===== src/rtl/imem_loader.sv =====
// Boot-time instruction memory loader.
// Receives a length-prefixed byte stream over valid/ready, packs bytes into
// big-endian 32-bit words and writes them through a dedicated memory write
// port. The processor is held stopped until a complete, legal image is in.
module imem_loader #(
  parameter int unsigned DEPTH = 64
) (
  input  logic        clk,
  input  logic        rst,
  input  logic        start,
  input  logic [7:0]  rx_data,
  input  logic        rx_valid,
  output logic        rx_ready,
  output logic        im_we,
  output logic [31:0] im_addr,
  output logic [31:0] im_wdata,
  output logic        cpu_run,
  output logic        busy,
  output logic        done,
  output logic        error,
  output logic [15:0] word_cnt
);

  typedef enum logic [2:0] {
    S_IDLE,
    S_LEN_HI,
    S_LEN_LO,
    S_DATA,
    S_DONE,
    S_ERR
  } state_t;

  state_t      state;
  state_t      state_nxt;

  logic [7:0]  len_hi;
  logic [15:0] len;
  logic [15:0] len_in;
  logic [1:0]  byte_cnt;
  logic [23:0] word_reg;
  logic        img_end;
  logic        accept;
  logic        start_take;

  assign accept     = rx_valid & rx_ready;
  assign start_take = start & ((state == S_IDLE) | (state == S_DONE) | (state == S_ERR));
  assign len_in     = {len_hi, rx_data};

  // State register
  always_ff @(posedge clk or negedge rst) begin
    if (!rst) begin
      state <= S_IDLE;
    end else begin
      state <= state_nxt;
    end
  end

  // Next-state decode
  always_comb begin
    state_nxt = state;
    unique case (state)
      S_IDLE, S_DONE, S_ERR: begin
        if (start) state_nxt = S_LEN_HI;
      end
      S_LEN_HI: begin
        if (accept) state_nxt = S_LEN_LO;
      end
      S_LEN_LO: begin
        if (accept) begin
          if (len_in == 16'd0)              state_nxt = S_DONE;
          else if (len_in > 16'(DEPTH))     state_nxt = S_ERR;
          else                              state_nxt = S_DATA;
        end
      end
      S_DATA: begin
        // Leave only once the final word's write cycle has completed.
        if (img_end && im_we) state_nxt = S_DONE;
      end
      default: state_nxt = S_IDLE;
    endcase
  end

  // Status and handshake outputs decoded from state
  always_comb begin
    rx_ready = 1'b0;
    busy     = 1'b0;
    done     = 1'b0;
    cpu_run  = 1'b0;
    error    = 1'b0;
    unique case (state)
      S_LEN_HI, S_LEN_LO: begin
        rx_ready = 1'b1;
        busy     = 1'b1;
      end
      S_DATA: begin
        rx_ready = ~img_end;
        busy     = 1'b1;
      end
      S_DONE: begin
        done    = 1'b1;
        cpu_run = 1'b1;
      end
      S_ERR: begin
        error = 1'b1;
      end
      default: ;
    endcase
  end

  // Length capture, byte packing and memory write strobe
  always_ff @(posedge clk or negedge rst) begin
    if (!rst) begin
      len_hi   <= '0;
      len      <= '0;
      byte_cnt <= '0;
      word_reg <= '0;
      img_end  <= 1'b0;
      im_we    <= 1'b0;
      im_addr  <= '0;
      im_wdata <= '0;
      word_cnt <= '0;
    end else begin
      im_we <= 1'b0;

      if (start_take) begin
        word_cnt <= '0;
        byte_cnt <= '0;
        img_end  <= 1'b0;
      end

      if (state == S_LEN_HI && accept) begin
        len_hi <= rx_data;
      end

      if (state == S_LEN_LO && accept) begin
        len <= len_in;
      end

      if (state == S_DATA && accept) begin
        byte_cnt <= byte_cnt + 2'd1;
        if (byte_cnt == 2'd3) begin
          // Earlier bytes were shifted in from the bottom, so the first byte
          // of the word now sits in word_reg[23:16].
          im_we    <= 1'b1;
          im_addr  <= 32'({word_cnt, 2'b00});
          im_wdata <= {word_reg, rx_data};
          word_cnt <= word_cnt + 16'd1;
          if (word_cnt + 16'd1 == len) img_end <= 1'b1;
        end else begin
          word_reg <= {word_reg[15:0], rx_data};
        end
      end
    end
  end

endmodule


===== config.mk =====
export PLATFORM = sky130hd
export DESIGN_NAME = imem_loader
export DESIGN_NICKNAME = d
export VERILOG_FILES = /design/src/rtl/imem_loader.sv
export SDC_FILE = /design/constraint.sdc
export NUM_CORES = 1
export LEC_CHECK = 0
export ABC_CLOCK_PERIOD_IN_PS = 2400
export CAP_MARGIN = 20
export CORE_ASPECT_RATIO = 0.5
export CORE_MARGIN = 2
export CORE_UTILIZATION = 51
export CTS_CLUSTER_SIZE = 12
export DETAILED_ROUTE_END_ITERATION = 6
export GPL_TIMING_DRIVEN = 0
export PLACE_DENSITY = 0.81
export RECOVER_POWER = 50
export SLEW_MARGIN = 25
export SYNTH_ARGS = -nofsm -noshare
export SYNTH_HDL_FRONTEND = slang
export SYNTH_SLANG_ARGS = --single-unit

===== constraint.sdc =====
create_clock -name clk -period 2.4 [get_ports clk]
set_clock_uncertainty 0.05 [all_clocks]
set_input_delay 0.24 -clock clk [delete_from_list [all_inputs] [get_ports clk]]
set_output_delay 0.24 -clock clk [all_outputs]
set_load 0.005 [all_outputs]

==> results by group, run 1 <==
Status
  • Result of the run: finished clean

Setup path
  • Setup Crit Path Kind: reg -> reg
  • Kind of end point of the critical path: flip-flop
  • Largest fanout on the critical path: 8
  • Ordered cell list for the critical path: ha_1 > clkbuf_4 > and3_2 > nand2_4 > nor4_2 > a311oi_1 > a2111o_1 > o31ai_2
  • Number of cells traversed by the worst register-to-register path: 8
  • Worst R2R Setup Slack: 0.07 ns
  • Type of element launching the critical path: flip-flop
  • Biggest cell delay along the critical path: 0.44 ns
  • FF-to-FF End: img_end
  • Required time reported for the critical path endpoint: 2.68 ns
  • Start of the worst register-to-register path: word_cnt[1]
  • Arr. time, crit path: 2.60 ns
  • Worst-path cell with the longest stage delay: a2111o_1

Cells and area
  • Total non-filler cell area in the finished layout: 7158 sq um
  • Flip-flop count of the largest register after layout: 32
  • Layout cell share with drive strength beyond 1: 19.85%
  • Area Overhead vs Synth: 31.34%
  • Count of antenna diodes in the layout: 0
  • Number of nets at the end of the flow: 666
  • Number of filler cells placed in the layout: 773
  • Core utilization of the finished layout: 69.41%

Floorplan
  • Die footprint: 11,580 sq um
  • Number of top-level design ports: 98
  • Die extent in x: 150.2 microns
  • Height of the chip: 77.10 microns
  • FP Rows: 26
  • Initial Utilization: 52.85%
  • Core Region: 10,310 sq um

Synthesis
  • Unique cell type count in the Yosys netlist: 52
  • Number of flops mapped to enable cells by yosys: 0
  • Yosys warns: 0
  • Post-synthesis average cell area: 10.24 sq um
  • Number of storage elements in the synthesis netlist: 119
  • Cell taking the most area after synthesis: dfrtp_1
  • Share of synthesized area occupied by flip-flops and latches: 54.64%
  • Area of the mapped netlist: 5450 sq um
  • Async set or reset register ratio after synthesis: 100.0%
  • Leading register cell type out of synthesis: dfrtp_1
  • Biggest area contributors in the synthesized netlist: dfrtp_1 (55%), nand2_1 (12%), mux2_2 (9.5%)
  • Area share of the largest cell type after synthesis: 54.64%
  • Number of cells produced by synthesis: 532

CTS
  • Sink count of the clock tree: 119
  • Clock root buffer: clkbuf_16
  • Depth of the CTS H-tree: 4
  • Clock buffers created by TritonCTS: 17
  • Clock tree buffer depth: 2
  • Clock tree from TritonCTS: yes
  • Clock latency reported for the late side of the worst-skew pair: 0.42 ns
  • Clock Pin Slew Worst Setup and Hold Paths: 0.07 ns

Global route
  • Total global-route track usage: 24.80%
  • Maximum number of pins on one net before global-route repair: 68
  • Initial antenna violation count: 0
  • Number of global-route vias before repair: 4,438
  • Total gr overflow: 0
  • First-pass GRT wire length: 22,140 microns

Timing
  • Worst-Margin Slew: 1.305 ns
  • Clock period minus worst slack: 2.326 ns
  • Relative slew slack: 13.00%
  • Sum Neg Setup Slack: 0 ns
  • Minimum hold slack: 0.4199 ns
  • Max Transition Viols Final: 0
  • Hold Violations, Final: 0
  • Highest Clock Rate: 0.4299 GHz
  • Final period utilization: 96.92%
  • Number of setup violations in the final report: 0

Hold path
  • WHS Path Cells: 2
  • Start point of the worst min-delay path: im_addr[7]
  • Sink of the worst hold path: im_addr[7]
  • Kind of path behind the tightest hold check: reg -> reg

Placement
  • IO Port Bufs: 81
  • Final HPWL from detailed placement: 8730 microns
  • Routability congestion estimate from global placement: 0.8028
  • Post-placement cell area: 6521 sq um

Pwr
  • Leak Pwr: 3.480 nW
  • Power density of the placed cells: 998.5 nW/um^2
  • Worst ir drop on vdd: 0.6467 mV
  • Overall power consumption: 7.147 mW

Drt
  • Post-Route WL: 13,360 microns
  • Remaining antenna violation count after routing: 0
  • Max Used Layer: met4
  • Wire length on met2: 6404 microns
  • Number of DRC markers in iteration 0: 321
  • Per-cell via count in the routed design: 5.268
  • Average routed wire per standard cell: 16.60 microns
  • DRC viols: 0
  • Routed metal-1 wirelength: 6071 microns
  • Routed length on met3: 737 microns
  • First-pass iteration count of the detailed router: 4
  • Routed via count: 4,241

Flow run
  • Count of maximum capacitance violations: 0
synth_stat cells (5+ instances only):
cell type	number
buf_4	21
o21ai_0	22
nor2_1	11
xnor2_1	15
nand2_1	169
a21oi_1	5
nand4_1	5
xor2_1	7
nand3_1	12
buf_2	9
a31oi_1	5
mux2_2	46
clkbuf_1	15
and3_1	6
dfrtp_1	119
o31ai_1	6
cell type report:
| type | count | area [sq um] | area share, % |
|---|---|---|---|
| buffer | 47 | 279.0 | 3.898 |
| clock buffer | 17 | 425.4 | 5.943 |
| clock inverter | 15 | 148.9 | 2.080 |
| inverter | 4 | 15.01 | 0.2098 |
| multi-input combinational | 377 | 2285 | 31.92 |
| sequential | 119 | 2980 | 41.64 |
| tap | 140 | 175.2 | 2.447 |
| timing repair buffer | 86 | 849.6 | 11.87 |
worst max-delay path by stage:
stage,slack (ns),cells past startpoint,to,start
global route,-0.02,8,img_end,word_cnt[1]
floorplan,0.18,8,img_end,word_cnt[0]
detailed placement,-0.15,7,state[1],rx_data[3]
global placement,-3.52,1,im_addr[8],rst
finish,0.07,8,img_end,word_cnt[1]
CTS,0.03,8,img_end,word_cnt[1]
kinds of logic (layout without fill, tap and decap cells):
logic type	count (synthesis)	count (layout)	synth area share (%)
fa+ha+maj	2	2	0.4591
compound gates	51	51	6.107
other cells	1	16	0.06880
xor+xnor	22	22	3.535
buf+inv	51	169	5.303
mux	50	50	10.31
flops	119	119	54.64
simple gates	236	236	19.58
routing by layer:
layer	vias up	track usage (%)
met5	-	0
met4	0	9.623
met3	15	5.536
met2	125	40.68
met1	2083	32.25
li1	2018	-
critical path: cells and delay by family (launching register included):
family | cells | cell delay (ns)
adder cells (fa/ha/maj) | 1 | 0.19
flip-flops | 1 | 0.41
AND/OR/NAND/NOR | 3 | 0.61
AO/OA/AOI/OAI | 3 | 0.78
buffers and inverters | 1 | 0.20
what timing repair did:
| item | 4_1_cts | 5_1_grt |
|---|---|---|
| setup buffers | 0 | 3 |
| hold buffers | 1 | 0 |
| hold endpoints to repair | 52 | 0 |
| setup endpoints to repair | 16 | 6 |
| gates resized for setup | 3 | 11 |
cells in the final DEF, fill, tap and decap left out, types with 4 or more instances in the layout:
| cell | n |
|---|---|
| clkdlybuf4s50_1 | 46 |
| a21oi_1 | 5 |
| dfrtp_1 | 117 |
| nand2_1 | 169 |
| conb_1 | 16 |
| buf_4 | 24 |
| clkbuf_1 | 14 |
| dlygate4sd3_1 | 35 |
| o21ai_0 | 22 |
| nor4_1 | 4 |
| mux2_2 | 46 |
| and2_1 | 4 |
| nand3_1 | 12 |
| xnor2_1 | 15 |
| nor2_1 | 10 |
| inv_6 | 6 |
| buf_2 | 8 |
| nand4_1 | 5 |
| inv_8 | 5 |
| and3_1 | 5 |
| o31ai_1 | 6 |
| clkbuf_16 | 17 |
| a31oi_1 | 5 |
| xor2_1 | 7 |
through the flow:
step | std cells | worst slack [ns]
after floorplan | 547 | 0.1809
after CTS | 802 | 0.03136
final | 805 | 0.07385
after global placement | 768 | -3.518
after global routing | 805 | -0.02122
after detailed placement | 769 | -0.1459
where the power goes:
group / switching [mW] / internal (mW)
clock network: 1.07 / 1.38
registers: 0.421 / 2.54
logic: 0.788 / 0.942
No activity file was read; power rests on OpenSTA's default activity.
==> run 2: changes to the inputs <==
--- a/config.mk
+++ b/config.mk
@@ -13,8 +13,11 @@
 export CTS_CLUSTER_SIZE = 12
 export DETAILED_ROUTE_END_ITERATION = 6
 export GPL_TIMING_DRIVEN = 0
+export HOLD_SLACK_MARGIN = 0.08
+export MAX_ROUTING_LAYER = met4
 export PLACE_DENSITY = 0.81
 export RECOVER_POWER = 50
+export SKIP_LAST_GASP = 1
 export SLEW_MARGIN = 25
 export SYNTH_ARGS = -nofsm -noshare
 export SYNTH_HDL_FRONTEND = slang
==> results by group, run 2 (synthesis gave the netlist of run 1 again) <==
Timing
  • Final period utilization: 96.99%
  • Hold Violations, Final: 0
  • Highest Clock Rate: 0.4296 GHz
  • Number of setup violations in the final report: 0
  • RSZ-0062 raised after global routing: true
  • Relative slew slack: 13.38%
  • Clock period minus worst slack: 2.328 ns
  • Max Transition Viols Final: 0
  • Minimum hold slack: 0.4201 ns
  • Worst-Margin Slew: 1.299 ns

Flow run
  • Count of maximum capacitance violations: 0

CTS
  • Depth of the CTS H-tree: 4
  • Clock latency reported for the late side of the worst-skew pair: 0.42 ns
  • Clock tree from TritonCTS: yes
  • Clock root buffer: clkbuf_16
  • Clock tree buffer depth: 2
  • Sink count of the clock tree: 119
  • Clock buffers created by TritonCTS: 17
  • Clock Pin Slew Worst Setup and Hold Paths: 0.07 ns

Drt
  • Remaining antenna violation count after routing: 0
  • Average routed wire per standard cell: 16.57 microns
  • Number of DRC markers in iteration 0: 312
  • Per-cell via count in the routed design: 5.339
  • Post-Route WL: 13,340 microns
  • DRC viols: 0
  • First-pass iteration count of the detailed router: 5
  • Routed via count: 4,298

Global route
  • Number of global-route vias before repair: 4,445
  • Total global-route track usage: 25.62%
  • Maximum number of pins on one net before global-route repair: 68
  • Initial antenna violation count: 0
  • First-pass GRT wire length: 22,180 microns
  • Total gr overflow: 0

Cells and area
  • Number of nets at the end of the flow: 666
  • Count of antenna diodes in the layout: 0
  • Number of filler cells placed in the layout: 775
  • Multi-input combinational cell area: 2285 sq um
  • Leading cell types in the layout, fill and taps excluded: nand2_1 (169), dfrtp_1 (117), clkdlybuf4s50_1 (47)
  • Area occupied by registers: 2980 sq um
  • Post-route non-filler standard cell count: 805
  • Most common library cell in the layout ignoring fill and taps: nand2_1
  • Area Overhead vs Synth: 31.29%
  • Flip-flop count of the largest register after layout: 32
  • Layout cell share with drive strength beyond 1: 19.85%

Floorplan
  • Die extent in x: 150.2 microns
  • Initial Utilization: 52.85%
  • FP Rows: 26
  • Height of the chip: 77.10 microns
  • Number of top-level design ports: 98
  • Die footprint: 11,580 sq um
  • Core Region: 10,310 sq um

Pwr
  • Share of power burned in combinational logic: 24.2%
  • Worst ir drop on vdd: 0.6469 mV
  • Sequential power share: 41.5%
  • Net Sw Frac: 31.87%
  • Internal Dissipation: 4.868 mW
  • Clock Power Share: 34.3%
  • Power density of the placed cells: 998.6 nW/um^2
  • Total net switching power: 2.278 mW
  • Leak Pwr: 3.478 nW

Placement
  • IO Port Bufs: 81
  • Final HPWL from detailed placement: 8730 microns
  • Routability congestion estimate from global placement: 0.8144
  • Placed cells: 769

Status
  • Result of the run: finished clean

Setup path
  • Number of cells traversed by the worst register-to-register path: 8
  • Required time reported for the critical path endpoint: 2.68 ns
  • Largest fanout on the critical path: 8
  • Setup Crit Path Kind: reg -> reg
  • Kind of end point of the critical path: flip-flop
  • Type of element launching the critical path: flip-flop
  • Worst setup path start: word_cnt[1]
  • Start of the worst register-to-register path: word_cnt[1]
  • Arr. time, crit path: 2.60 ns

Hold path
  • WHS Path Cells: 2
  • Start point of the worst min-delay path: im_addr[7]
  • Kind of path behind the tightest hold check: reg -> reg
[run 2: cell types whose count changed in the layout (fill, tap and decap cells not counted), sizes merged]
| cell | delta |
|---|---|
| buf | +1 |
| clkbuf | -1 |
| clkdlybuf4s50 | +1 |
| dlygate4sd3 | -1 |
[run 2: what timing repair did]
item	4_1_cts	5_1_grt
gates resized for setup	2	11
gates cloned	0	0
buffers inserted	0	3
hold buffers	1	0
setup endpoints to repair	16	6
hold endpoints to repair	52	0
[run 2: cell type report]
class | instances | area share [%]
Clock buffer | 17 | 5.945
Multi-Input combinational cell | 377 | 31.93
Timing Repair Buffer | 86 | 11.87
Sequential cell | 119 | 41.65
Inverter | 4 | 0.2098
Clock inverter | 15 | 2.081
Buffer | 47 | 3.864
Tap cell | 140 | 2.448
[run 2: final timing paths]
kind / slack, ns / to
hold reg to reg: 0.42 / im_addr[7]
min in group asynchronous: 0.60 / im_wdata[9]
setup reg to reg: 0.07 / img_end
max in group asynchronous: 0.45 / word_cnt[0]
setup / recovery: 0.07 / img_end
hold / removal: 0.42 / im_addr[7]
[run 2: worst max-delay path: stages (launching register included)]
cell and delay, ns:
dfrtp_2 0.42, ha_1 0.17, buf_2 0.20, nand3_4 0.15
nor2_4 0.16, xor2_1 0.18, mux2_2 0.35, a2111o_1 0.31
o31ai_2 0.24
[run 2: metrics by stage]
stage          area [sq um]  power, mW  setup WS [ns]  util [%]  setup TNS, ns
2_1_floorplan          5507      4.003         0.1809         -              0
3_3_place_gp           6492      4.555         -3.518     62.96        -417.79
3_5_place_dp           6521      4.666        -0.1459     63.24         -1.331
4_1_cts                7116      7.183      -0.005237     69.00      -0.005237
5_1_grt                7156      7.492       -0.04611     69.39       -0.04611
6_report               7156      7.146        0.07228     69.39              0
[run 2: layer usage]
layer	track usage [%]	share of wire (%)
met1	32.60	45
met3	5.714	5.2
met4	9.623	1.4
met2	40.46	48
met5	-	0
[run 2: power by group through the flow]
stage          clock network (mW)  logic (mW)  registers [mW]
6_report                     2.45        1.73            2.97
5_1_grt                      2.57        1.90            3.03
4_1_cts                      2.49        1.74            2.95
3_5_place_dp                    0        1.70            2.97
3_3_place_gp                    0        1.61            2.94
2_1_floorplan                   0        1.17            2.84
==> run 3: changes to the inputs <==
--- a/config.mk
+++ b/config.mk
@@ -17,6 +17,7 @@
 export MAX_ROUTING_LAYER = met4
 export PLACE_DENSITY = 0.81
 export RECOVER_POWER = 50
+export REMOVE_ABC_BUFFERS = 1
 export SKIP_LAST_GASP = 1
 export SLEW_MARGIN = 25
 export SYNTH_ARGS = -nofsm -noshare
==> results by group, run 3 (synthesis gave the netlist of run 1 again) <==
Hold path
  • Sink of the worst hold path: im_addr[6]
  • Kind of path behind the tightest hold check: reg -> reg
  • WHS Path Cells: 2
  • Start point of the worst min-delay path: im_addr[6]

Pwr
  • Leak Pwr: 3.285 nW
  • Power density of the placed cells: 1048 nW/um^2
  • Worst ir drop on vdd: 0.5264 mV

Setup path
  • FF-to-FF End: img_end
  • Required time reported for the critical path endpoint: 2.66 ns
  • Type of element launching the critical path: flip-flop
  • Number of cells traversed by the worst register-to-register path: 7
  • Worst R2R Setup Slack: 0.11 ns
  • Arr. time, crit path: 2.55 ns
  • Largest fanout on the critical path: 8
  • Start of the worst register-to-register path: word_cnt[0]
  • Setup Crit Path Kind: reg -> reg
  • Kind of end point of the critical path: flip-flop

Floorplan
  • Die footprint: 11,580 sq um
  • FP Rows: 26
  • Initial Utilization: 52.85%
  • Height of the chip: 77.10 microns
  • Die extent in x: 150.2 microns
  • Core Region: 10,310 sq um
  • Number of top-level design ports: 98

Timing
  • Final period utilization: 95.59%
  • Max Transition Viols Final: 72
  • Clock period minus worst slack: 2.294 ns
  • Number of setup violations in the final report: 0
  • Hold Violations, Final: 0
  • Highest Clock Rate: 0.4359 GHz
  • RSZ-0062 raised after global routing: true
  • Worst-Margin Slew: 1.593 ns
  • Sum Neg Setup Slack: 0 ns
  • Relative slew slack: -6.203%

Global route
  • Total global-route track usage: 24.08%
  • Global-route track usage on met1: 31.11%
  • Met3 capacity usage during global routing: 5.536%
  • Initial antenna violation count: 0
  • First-pass GRT wire length: 21,010 microns
  • Gr busiest metal: met2
  • Maximum number of pins on one net before global-route repair: 72
  • Number of global-route vias before repair: 4,105
  • Fraction of met2 tracks used by global routing: 37.21%
  • Total gr overflow: 0

CTS
  • Number of post-CTS setup repair buffers: 0
  • Clock Pin Slew Worst Setup and Hold Paths: 0.06 ns
  • Clock root buffer: clkbuf_16
  • Clock latency reported for the late side of the worst-skew pair: 0.41 ns
  • Depth of the CTS H-tree: 4
  • Clock tree buffer depth: 2
  • Clock buffers created by TritonCTS: 17
  • Clock tree from TritonCTS: yes
  • Sink count of the clock tree: 119

Status
  • Failing checks: max-capacitance violations, max-slew violations
  • Result of the run: finished, violations left

Drt
  • Remaining antenna violation count after routing: 0
  • Average routed wire per standard cell: 16.17 microns
  • Post-Route WL: 12,280 microns
  • Number of DRC markers in iteration 0: 245
  • First-pass iteration count of the detailed router: 4
  • DRC viols: 0
  • Routed via count: 4,028
  • Per-cell via count in the routed design: 5.307

Flow run
  • Count of maximum capacitance violations: 1

Cells and area
  • Most common library cell in the layout ignoring fill and taps: nand2_1
  • Layout cell share with drive strength beyond 1: 16.64%
  • Area Overhead vs Synth: 28.19%
  • Count of antenna diodes in the layout: 0
  • Flip-flop count of the largest register after layout: 32
  • Number of nets at the end of the flow: 620
  • Leading cell types in the layout, fill and taps excluded: nand2_1 (169), dfrtp_1 (114), mux2_2 (46), clkdlybuf4s50_1 (46), dlygate4sd3_1 (35)
  • Total non-filler cell area in the finished layout: 6987 sq um
  • Number of filler cells placed in the layout: 793

Placement
  • Final HPWL from detailed placement: 7634 microns
  • Post-placement cell area: 6316 sq um
  • IO Port Bufs: 81
  • Routability congestion estimate from global placement: 0.8204
[run 3: changes by cell type in the layout (fill, tap and decap cells not counted), sizes merged]
| cell | delta |
|---|---|
| buf | -30 |
| clkbuf | -14 |
| inv | -11 |
| bufinv | +4 |
| clkinvlp | +3 |
| clkdlybuf4s50 | -1 |
| clkinv | +1 |
| dlygate4sd3 | +1 |
| nand3 | +1 |
[run 3: worst max-delay path by stage]
stage                start           end  slack, ns  depth (start not counted)
3_3_place_gp           rst   im_addr[14]      -3.48                          1
4_1_cts        word_cnt[0]       img_end     0.0009                          7
2_1_floorplan     state[0]  word_cnt[14]      -1.16                          7
6_report       word_cnt[0]       img_end       0.11                          7
3_5_place_dp      rx_valid  word_cnt[14]      -0.35                          9
5_1_grt        word_cnt[0]       img_end      -0.03                          7
[run 3: cell type report]
cell class	instances	area, sq um	area share [%]
Clock buffer	20	446.7	6.393
Clock inverter	12	176.4	2.525
Inverter	4	27.53	0.3940
Multi-Input combinational cell	378	2311	33.08
Sequential cell	119	2984	42.71
Tap cell	140	175.2	2.507
Timing Repair Buffer	86	865.8	12.39
[run 3: metrics by stage]
stage               hold slack (ns)  power, mW  worst slack (ns)  utilization (%)  std cells
floorplan                   -0.1056      3.952            -1.157                -        500
global placement             0.3959      4.477            -3.476            60.30        721
detailed placement           0.2534      4.634           -0.3543            61.25        725
CTS                          0.3748      7.390         0.0009182            67.59        759
global route                 0.4351      7.702          -0.02928            67.75        759
finish                       0.4129      7.323            0.1058            67.75        759
[run 3: power breakdown]
group	total, mW	switching [mW]	internal (mW)
Combinational	1.66	0.738	0.918
Sequential	3.00	0.447	2.55
Clock	2.67	0.910	1.76
Total	7.32	2.09	5.23
[run 3: critical path: stages, from the launching register on]
cell and delay [ns]:
dfrtp_2 0.48, ha_4 0.21, nand3_2 0.17, nor2_4 0.19, xor2_1 0.17, mux2_2 0.35, a2111o_1 0.31, o31ai_2 0.26
[run 3: timing repair]
item                       in CTS  in global routing
gates cloned                    1                  0
hold buffers                    1                  0
hold endpoints to repair       70                  0
pin swaps                       1                  0
setup endpoints to repair      61                 14
gates resized for setup         5                 11
[run 3: routing by layer]
layer	up-vias	part of all wire, %
li1	1927	-
met1	1994	46
met2	94	49
met3	13	4.3
met4	0	0.87
met5	-	0
